<file path="src/rtl/sa_tile_scheduler.sv">
// Systolic-array tile scheduler: accepts a matmul job, walks output tiles in
// row-major order, sequences feeder start / PE clear / shift, drains the
// array skew and hands each finished tile downstream via valid/ready.
// All outputs are flops loaded from the next-state decode so they line up
// with the state they describe.
module sa_tile_scheduler #(
  parameter int X_R       = 16,
  parameter int W_C       = 16,
  parameter int T_W       = 4,
  parameter int DRAIN_CYC = X_R + W_C - 2
) (
  input  logic           I_CLK,
  input  logic           I_ASYN_RSTN,
  input  logic           I_REQ,
  input  logic           I_ABORT,
  input  logic [7:0]     I_M_DIM,
  input  logic [T_W-1:0] I_ROW_TILES,
  input  logic [T_W-1:0] I_COL_TILES,
  input  logic           I_MGR_OVER,
  input  logic           I_RES_READY,
  output logic           O_ACK,
  output logic           O_ERR,
  output logic           O_MGR_START,
  output logic           O_PE_CLR,
  output logic           O_PE_SHIFT,
  output logic [7:0]     O_M_DIM,
  output logic [T_W-1:0] O_ROW_IDX,
  output logic [T_W-1:0] O_COL_IDX,
  output logic           O_RES_VALID,
  output logic           O_BUSY,
  output logic           O_DONE
);

  typedef enum logic [2:0] {
    S_IDLE  = 3'd0,
    S_LOAD  = 3'd1,
    S_FEED  = 3'd2,
    S_DRAIN = 3'd3,
    S_OUT   = 3'd4,
    S_FIN   = 3'd5
  } state_e;

  localparam int               DRN_W      = (DRAIN_CYC < 2) ? 2 : $clog2(DRAIN_CYC + 1);
  localparam logic [DRN_W-1:0] DRAIN_INIT = DRN_W'(DRAIN_CYC);
  localparam logic [DRN_W-1:0] DRN_ONE    = DRN_W'(1'b1);
  localparam logic [DRN_W-1:0] DRN_ZERO   = DRN_W'(1'b0);
  localparam logic [T_W-1:0]   IDX_ONE    = T_W'(1'b1);
  localparam logic [T_W-1:0]   IDX_ZERO   = T_W'(1'b0);
  localparam logic [7:0]       M_DIM_MAX  = 8'd128;
  // feed counter starts at 0 in the first FEED cycle, so 129 marks the 130th
  localparam logic [7:0]       WDOG_LAST  = 8'd129;

  // A job is legal when the inner dimension is 1..128 and both tile counts are non-zero
  function automatic logic cfg_legal(input logic [7:0]     m,
                                     input logic [T_W-1:0] r,
                                     input logic [T_W-1:0] c);
    cfg_legal = (m != 8'd0) && (m <= M_DIM_MAX) && (r != IDX_ZERO) && (c != IDX_ZERO);
  endfunction

  state_e           state_q, state_d;
  logic [7:0]       m_dim_q, m_dim_d;
  logic [T_W-1:0]   rows_q, rows_d, cols_q, cols_d;
  logic [T_W-1:0]   row_q, row_d, col_q, col_d;
  logic [7:0]       feed_cnt_q, feed_cnt_d;
  logic [DRN_W-1:0] drain_cnt_q, drain_cnt_d;
  logic             ack_q, ack_d, err_q, err_d, start_q, start_d, shift_q, shift_d;
  logic             valid_q, valid_d, busy_q, busy_d, done_q, done_d;
  logic             cfg_ok, wdog_fire, last_col, last_row;

  assign cfg_ok    = cfg_legal(I_M_DIM, I_ROW_TILES, I_COL_TILES);
  // An exhausted feeder on the same cycle wins over the watchdog
  assign wdog_fire = (state_q == S_FEED) && !I_MGR_OVER && (feed_cnt_q == WDOG_LAST);
  assign last_col  = (col_q == (cols_q - IDX_ONE));
  assign last_row  = (row_q == (rows_q - IDX_ONE));

  // State register
  always_ff @(posedge I_CLK or negedge I_ASYN_RSTN) begin
    if (!I_ASYN_RSTN) begin
      state_q <= S_IDLE;
    end else begin
      state_q <= state_d;
    end
  end

  // Next-state and datapath update; abort overrides every state
  always_comb begin
    state_d     = state_q;
    m_dim_d     = m_dim_q;
    rows_d      = rows_q;
    cols_d      = cols_q;
    row_d       = row_q;
    col_d       = col_q;
    feed_cnt_d  = feed_cnt_q;
    drain_cnt_d = drain_cnt_q;
    if (I_ABORT) begin
      state_d     = S_IDLE;
      m_dim_d     = 8'd0;
      rows_d      = IDX_ZERO;
      cols_d      = IDX_ZERO;
      row_d       = IDX_ZERO;
      col_d       = IDX_ZERO;
      feed_cnt_d  = 8'd0;
      drain_cnt_d = DRN_ZERO;
    end else begin
      case (state_q)
        S_IDLE: begin
          if (I_REQ && cfg_ok) begin
            m_dim_d = I_M_DIM;
            rows_d  = I_ROW_TILES;
            cols_d  = I_COL_TILES;
            row_d   = IDX_ZERO;
            col_d   = IDX_ZERO;
            state_d = S_LOAD;
          end else begin
            state_d = S_IDLE;
          end
        end
        S_LOAD: begin
          feed_cnt_d = 8'd0;
          state_d    = S_FEED;
        end
        S_FEED: begin
          if (I_MGR_OVER) begin
            drain_cnt_d = DRAIN_INIT;
            state_d     = S_DRAIN;
          end else if (wdog_fire) begin
            row_d   = IDX_ZERO;
            col_d   = IDX_ZERO;
            state_d = S_IDLE;
          end else begin
            feed_cnt_d = feed_cnt_q + 8'd1;
          end
        end
        S_DRAIN: begin
          if (drain_cnt_q <= DRN_ONE) begin
            state_d = S_OUT;
          end else begin
            drain_cnt_d = drain_cnt_q - DRN_ONE;
          end
        end
        S_OUT: begin
          if (I_RES_READY) begin
            if (!last_col) begin
              col_d   = col_q + IDX_ONE;
              state_d = S_LOAD;
            end else if (!last_row) begin
              row_d   = row_q + IDX_ONE;
              col_d   = IDX_ZERO;
              state_d = S_LOAD;
            end else begin
              row_d   = IDX_ZERO;
              col_d   = IDX_ZERO;
              state_d = S_FIN;
            end
          end else begin
            state_d = S_OUT;
          end
        end
        S_FIN: begin
          state_d = S_IDLE;
        end
        default: begin
          state_d = S_IDLE;
        end
      endcase
    end
  end

  // Output decode from the upcoming state so the output flops match it
  always_comb begin
    ack_d   = (state_q == S_IDLE) && (state_d == S_LOAD);
    start_d = (state_d == S_LOAD);
    shift_d = (state_d == S_FEED) || (state_d == S_DRAIN);
    valid_d = (state_d == S_OUT);
    busy_d  = (state_d != S_IDLE);
    done_d  = (state_d == S_FIN);
    if (I_ABORT) begin
      err_d = 1'b0;
    end else if ((state_q == S_IDLE) && I_REQ && !cfg_ok) begin
      err_d = 1'b1;
    end else if (wdog_fire) begin
      err_d = 1'b1;
    end else begin
      err_d = 1'b0;
    end
  end

  // Job configuration, tile indices and cycle counters
  always_ff @(posedge I_CLK or negedge I_ASYN_RSTN) begin
    if (!I_ASYN_RSTN) begin
      m_dim_q     <= 8'd0;
      rows_q      <= IDX_ZERO;
      cols_q      <= IDX_ZERO;
      row_q       <= IDX_ZERO;
      col_q       <= IDX_ZERO;
      feed_cnt_q  <= 8'd0;
      drain_cnt_q <= DRN_ZERO;
    end else begin
      m_dim_q     <= m_dim_d;
      rows_q      <= rows_d;
      cols_q      <= cols_d;
      row_q       <= row_d;
      col_q       <= col_d;
      feed_cnt_q  <= feed_cnt_d;
      drain_cnt_q <= drain_cnt_d;
    end
  end

  // Registered control outputs
  always_ff @(posedge I_CLK or negedge I_ASYN_RSTN) begin
    if (!I_ASYN_RSTN) begin
      ack_q   <= 1'b0;
      err_q   <= 1'b0;
      start_q <= 1'b0;
      shift_q <= 1'b0;
      valid_q <= 1'b0;
      busy_q  <= 1'b0;
      done_q  <= 1'b0;
    end else begin
      ack_q   <= ack_d;
      err_q   <= err_d;
      start_q <= start_d;
      shift_q <= shift_d;
      valid_q <= valid_d;
      busy_q  <= busy_d;
      done_q  <= done_d;
    end
  end

  assign O_ACK       = ack_q;
  assign O_ERR       = err_q;
  assign O_MGR_START = start_q;
  assign O_PE_CLR    = start_q;
  assign O_PE_SHIFT  = shift_q;
  assign O_M_DIM     = m_dim_q;
  assign O_ROW_IDX   = row_q;
  assign O_COL_IDX   = col_q;
  assign O_RES_VALID = valid_q;
  assign O_BUSY      = busy_q;
  assign O_DONE      = done_q;

endmodule

</file>
<file path="config.mk">
export PLATFORM = sky130hd
export DESIGN_NAME = sa_tile_scheduler
export DESIGN_NICKNAME = d
export VERILOG_FILES = /design/src/rtl/sa_tile_scheduler.sv
export SDC_FILE = /design/constraint.sdc
export NUM_CORES = 1
export LEC_CHECK = 0
export CORE_MARGIN = 5
export CORE_UTILIZATION = 49
export CTS_BUF_LIST = sky130_fd_sc_hd__clkbuf_8 sky130_fd_sc_hd__clkbuf_16
export DETAILED_ROUTE_END_ITERATION = 8
export DONT_BUFFER_PORTS = 1
export PLACE_DENSITY = 0.66
export REMOVE_ABC_BUFFERS = 1
export SYNTH_ARGS = -nofsm -noshare
export SYNTH_HDL_FRONTEND = slang
export SYNTH_SLANG_ARGS = --single-unit
</file>
<file path="constraint.sdc">
create_clock -name I_CLK -period 4.8 [get_ports I_CLK]
set_input_delay 0.48 -clock I_CLK [delete_from_list [all_inputs] [get_ports I_CLK]]
set_output_delay 0.48 -clock I_CLK [all_outputs]
set_load 0.005 [all_outputs]
</file>
# ---- Word-level counts from Yosys, hierarchy flattened
# Cells that the tools add are included.
dict set report totals {
  ff_bits 47
  word_cells 111
  output_inout_bits 24
  in_bits 22
}
dict set report classes {
  eq_ne 20
  n_lt_le_gt_ge 2
  addsub 6
  n_reduce_logical 27
  mux 41
}
# operator n
set ops {}
lappend ops {{2-to-1 mux 4 bit} 16}
lappend ops {{2-to-1 mux 8 bit} 6}
lappend ops {{inequality test 3 bit, second input constant} 8}
lappend ops {{one-hot mux 4 bit (3 select lines)} 2}
lappend ops {{2-to-1 mux 3 bit} 7}
lappend ops {{one-hot mux 8 bit (2 select lines)} 1}
lappend ops {{2-to-1 mux 5 bit} 3}
lappend ops {{one-hot mux 3 bit (5 select lines)} 1}
lappend ops {{== test 3 x 2 -> 1 bit, second input constant} 4}
lappend ops {{nonzero test 4 bit} 3}
lappend ops {{one-hot mux 5 bit (2 select lines)} 1}
lappend ops {{== test 3 bit, second input constant} 3}
lappend ops {{logical AND 1 bit} 9}
lappend ops {{nonzero test 3 bit} 3}
lappend ops {{adder 4 x 1 -> 4 bit, second input constant} 2}
lappend ops {{adder 8 x 1 -> 8 bit, second input constant} 1}
lappend ops {{== test 4 bit} 2}
lappend ops {{== test 8 bit, second input constant} 1}
lappend ops {{less-or-equal comparator 8 bit, second input constant} 1}
lappend ops {{nonzero test 8 bit} 1}
lappend ops {{subtractor 4 x 1 -> 4 bit, second input constant} 2}
lappend ops {{== test 3 x 1 -> 1 bit, second input constant} 2}
lappend ops {{AND reduction 3 bit} 2}
lappend ops {{AND reduction 6 bit} 1}
lappend ops {{other kinds (9)} 14}

# ---- Depth between registers and ports, before layout
dict set report depth {
  ltp_word 10
  ltp_mapped 8
  depth_no_buf 8
}

# ---- Worst setup path after synthesis
# No wires, ideal clock.
dict set report synth_path {
  kind {input port to flip-flop}
  startpoint {in I_M_DIM[3]}
  endpoint {reg row_q[0], in the netlist O_ROW_IDX[0]}
  path_buffers 0
  t_required_ns 4.675
  setup_ns 0.125
  arrival_ns 2.190
  path_slack_ns 2.485
  cell_stages 5
  cell_sequence {or4_4 o41ai_4 a31oi_4 or3_4 mux2_4}
}
dict set report synth_via {
  elab_chain_len 7
  elab_cells_between_ends 8
  cone_classes {1 x order compare; 1 x eq/ne; 6 x reduce/logical}
}
# element line_no
set synth_rtl {}
lappend synth_rtl {{start, declared} 16} ;# input logic [7:0] I_M_DIM,
lappend synth_rtl {{less-or-equal comparator 8 bit or nonzero test 8 bit (tied branches)} 57} ;# cfg_legal = (m != 8'd0) && (m <= M_DIM_MAX) && (r != IDX_ZERO) && (c != IDX_ZERO);
lappend synth_rtl {{logical AND 1 bit * (3 in a row)} 57}
lappend synth_rtl {{logical AND 1 bit *} 107} ;# if (I_REQ && cfg_ok) begin
lappend synth_rtl {{inequality test 3 bit (no line) *} n/a}
lappend synth_rtl {{AND reduction 6 bit (no line) *} n/a}
lappend synth_rtl {{end signal, assigned} 202} ;# row_q <= row_d;
lappend synth_rtl {{end, declared} 63} ;# logic [T_W-1:0] row_q, row_d, col_q, col_d;
# Mark *: on every way between the ends. The rest lies on a longest branch, timed or not.
# A chain may end at the register's enable or synchronous reset.

# ---- Final worst setup path
dict set report layout_path {
  startpoint {in I_M_DIM[3]}
  endpoint {reg m_dim_q[6], in the netlist O_M_DIM[6]}
}
dict set report layout_via {
  elab_chain_len 7
  elab_cells_between_ends 8
  cone_classes {1 x order compare; 7 x reduce/logical}
}
# element line_no
set layout_rtl {}
lappend layout_rtl {{less-or-equal comparator 8 bit or nonzero test 8 bit (tied branches)} 57}
lappend layout_rtl {{logical AND 1 bit * (3 in a row)} 57}
lappend layout_rtl {{logical AND 1 bit *} 107}
lappend layout_rtl {{nonzero test 2 bit (no line) *} n/a}
lappend layout_rtl {{AND reduction 2 bit (no line) *} n/a}
lappend layout_rtl {{end signal, assigned} 199} ;# m_dim_q <= m_dim_d;
lappend layout_rtl {{end, declared} 61} ;# logic [7:0] m_dim_q, m_dim_d;
# Marks and branches as above.

==> metrics.txt <==
CP Max Fanout=10; Die Y=~82 um; Synth Area in Compound Gates=18.7%; Worst Path Buf+Inv=0; worst stage delay on the critical path=between 600 and 700 ps; crit-path leading delay family=simple AND/OR/NAND/NOR gates; Final min period=roughly 2500 ps; number of synthesized flops with an enable pin=0; Final Skew=around 8.9 ps; Clk Latency, worst-skew pair=between 300 and 400 ps; sequential cell area fraction in the yosys report=approximately 46%; clock transition at the registers of the reported paths=100 ps; num ports=46; routability cong.=0.764; Syn. warnings=0; most numerous cell in the Yosys netlist=dfrtp_1; fraction of layout cells with a size suffix above 1=roughly 7.6%; Slew Limit Fails=0; initial core utilization=50.2%; post-DR vias/cell=about 6; floorplan row count=26; max-cap violation count=0; asr flop ratio synth=100%; fin cells=between 300 and 400; total die area=between 6000 and 7000 um2; Yosys top cell by area=dfrtp_1; FMAX=401 MHz; met1 Use GR=about 22%; pre-CTS setup slack=between 1500 and 2000 ps; CTS tree=done; Syn Inst Count=about 250; total chip power=0.772 mW; XOR/XNOR Fraction of Synth Area=approximately 5.6%; Post-synth top flop=dfrtp_1; critical path capture point type=flip-flop; Synth cell types=48; setup TNS=0 ps; via count=1,865; HPWL after DPL=about 4000 um; CP Launch Type=input pin; DRT Pass-1 Iters=4; unrepaired setup endpoints after global routing=false; Yosys top cell area share=a little under half; Setup Crit Path Kind=in -> reg; met3 Usage GRT=5.42%; P_leak=around 1.2 nW; failing checks=hold timing; worst slew pin tran=roughly 670 ps; Post-synth top cells=dfrtp_1 (47), nor2_1 (20), inv_1 (13); port bufs=0; fin crit share=between 50% and 60%; Setup violations, final=0; core area=just over 5000 um2; H-tree Lvls=2; Num CTS Buffers=5; CP max stage cell=nand4_1; CP cell instances=or4_4, o41ai_4, nand4_1, and2_1, a22o_1; post-synthesis cell area=2560 um2; # DRC=0; Synth area leaders=dfrtp_1 (46%), ha_1 (3.9%), a22o_1 (3.4%); initial antenna violation count=0; relative slew slack=a little under three fifths; WHS=-6.95 ps; largest net degree at the start of global routing=48; main combinational cell family by area after synthesis=simple AND/OR/NAND/NOR gates; Synth Area in Adders=3.91%; final instance area=2730 um2; synthesized area per cell=10.3 um2; Final #Nets=278; diode count=0; GR peak layer=met2; first-pass GRT wire length=just over 9000 um; clock sinks=between 40 and 50; width of the chip=between 80 and 90 um; Max Buffers Root-to-Sink=2; Total GRT Usage=between 15 and 20%; pwr/cell area=around 280 nW/um2; Clock Tree Root=clkbuf_8; Area Overhead vs Synth=6.64%; GR Util met2=between 20 and 30%; total gr overflow=0; VDD IR-drop max=0.190 mV; Core Util, Final=53.5%; drt total wl=about 5400 um; Hold Crit Class=in -> async; Hold Violations, Final=4; WL/cell=approximately 17 um; Placed Instance Area=roughly 2600 um2; Arrival @ worst endpoint=2700 ps; multiplexer share of the synthesized area=3.76%; initial DRC count=93; number of routed nets with antenna violations=0; post-synthesis simple-gate area fraction=about a fifth; Final Worst Setup Slack=2310 ps; Worst EP required=5010 ps; #FFs+latches synth=47; outcome=finished, violations left; number of global-route vias before repair=around 1,900; placed insts=slightly above 300
layout make-up:
cell class,count,area [um2]
fillers,467,2370
inverters,13,48.8
multi-input cells,180,1300
repair buffers,1,27.5
well taps,70,87.6
clock inverters,3,23.8
flip-flops and latches,47,1180
clock buffers,5,68.8
timing repair:
action                                 4_1_cts  5_1_grt
endpoints found under the hold margin       47        0
hold buffers                                 1        0
gates resized for setup                      0        0
setup buffers                                0        0
flip-flops by register name, indices dropped and copies added (netlist names), 3 cells and up:
name and flops:
rows_q 4, O_COL_IDX 4, feed_cnt_q 8, cols_q 4, drain_cnt_q 5, O_M_DIM 8
O_ROW_IDX 4, state_q 3
logic make-up after synthesis:
family,Yosys count
xor+xnor,13
fa+ha+maj,8
flops,47
simple gates,87
compound gates,63
buf+inv,21
mux,9
report_power, final:
group / internal [mW] / total, mW / switching [mW]
combinational: 0.0435 / 0.0966 / 0.0531
clock: 0.104 / 0.249 / 0.145
sequential: 0.411 / 0.427 / 0.0160
total: 0.558 / 0.772 / 0.214
layout by cell type (no fill, tap or decap), types with 8 or more instances in the layout:
cell type,netlist,layout
nor2_1,20,20
ha_1,8,8
nand2_1,9,9
a22o_1,10,10
o21ai_0,12,12
dfrtp_1,47,47
inv_1,13,13
nor3_1,11,11
a21oi_1,11,11
worst register-to-register path, cell delays in order, from the launching register on:
cell and delay (ps):
dfrtp_1 520, nor4b_1 450, nand4_1 620, and2_1 520, a22o_1 220
path summary, 6_finish.rpt:
| check | cells after the start | slack, ps | start | endpoint |
|---|---|---|---|---|
| setup / recovery | 5 | 2310 | I_M_DIM[3] | O_M_DIM[6] |
| max in group asynchronous | 1 | 4580 | I_ASYN_RSTN | feed_cnt_q[4] |
| setup reg to reg | 4 | 2360 | state_q[2] | O_M_DIM[6] |
| hold reg to reg | 1 | 500 | feed_cnt_q[7] | feed_cnt_q[7] |
| min in group I_CLK | 1 | 220 | I_ABORT | drain_cnt_q[4] |
| hold / removal | 1 | -7 | I_ASYN_RSTN | O_COL_IDX[0] |
routing by layer:
metal / vias to the layer above / part of all wire (%)
met5: - / 0
met4: 0 / 1.3
met3: 8 / 7.0
met2: 35 / 50
met1: 916 / 42
li1: 906 / -
Power figures use the tool's default switching activity.
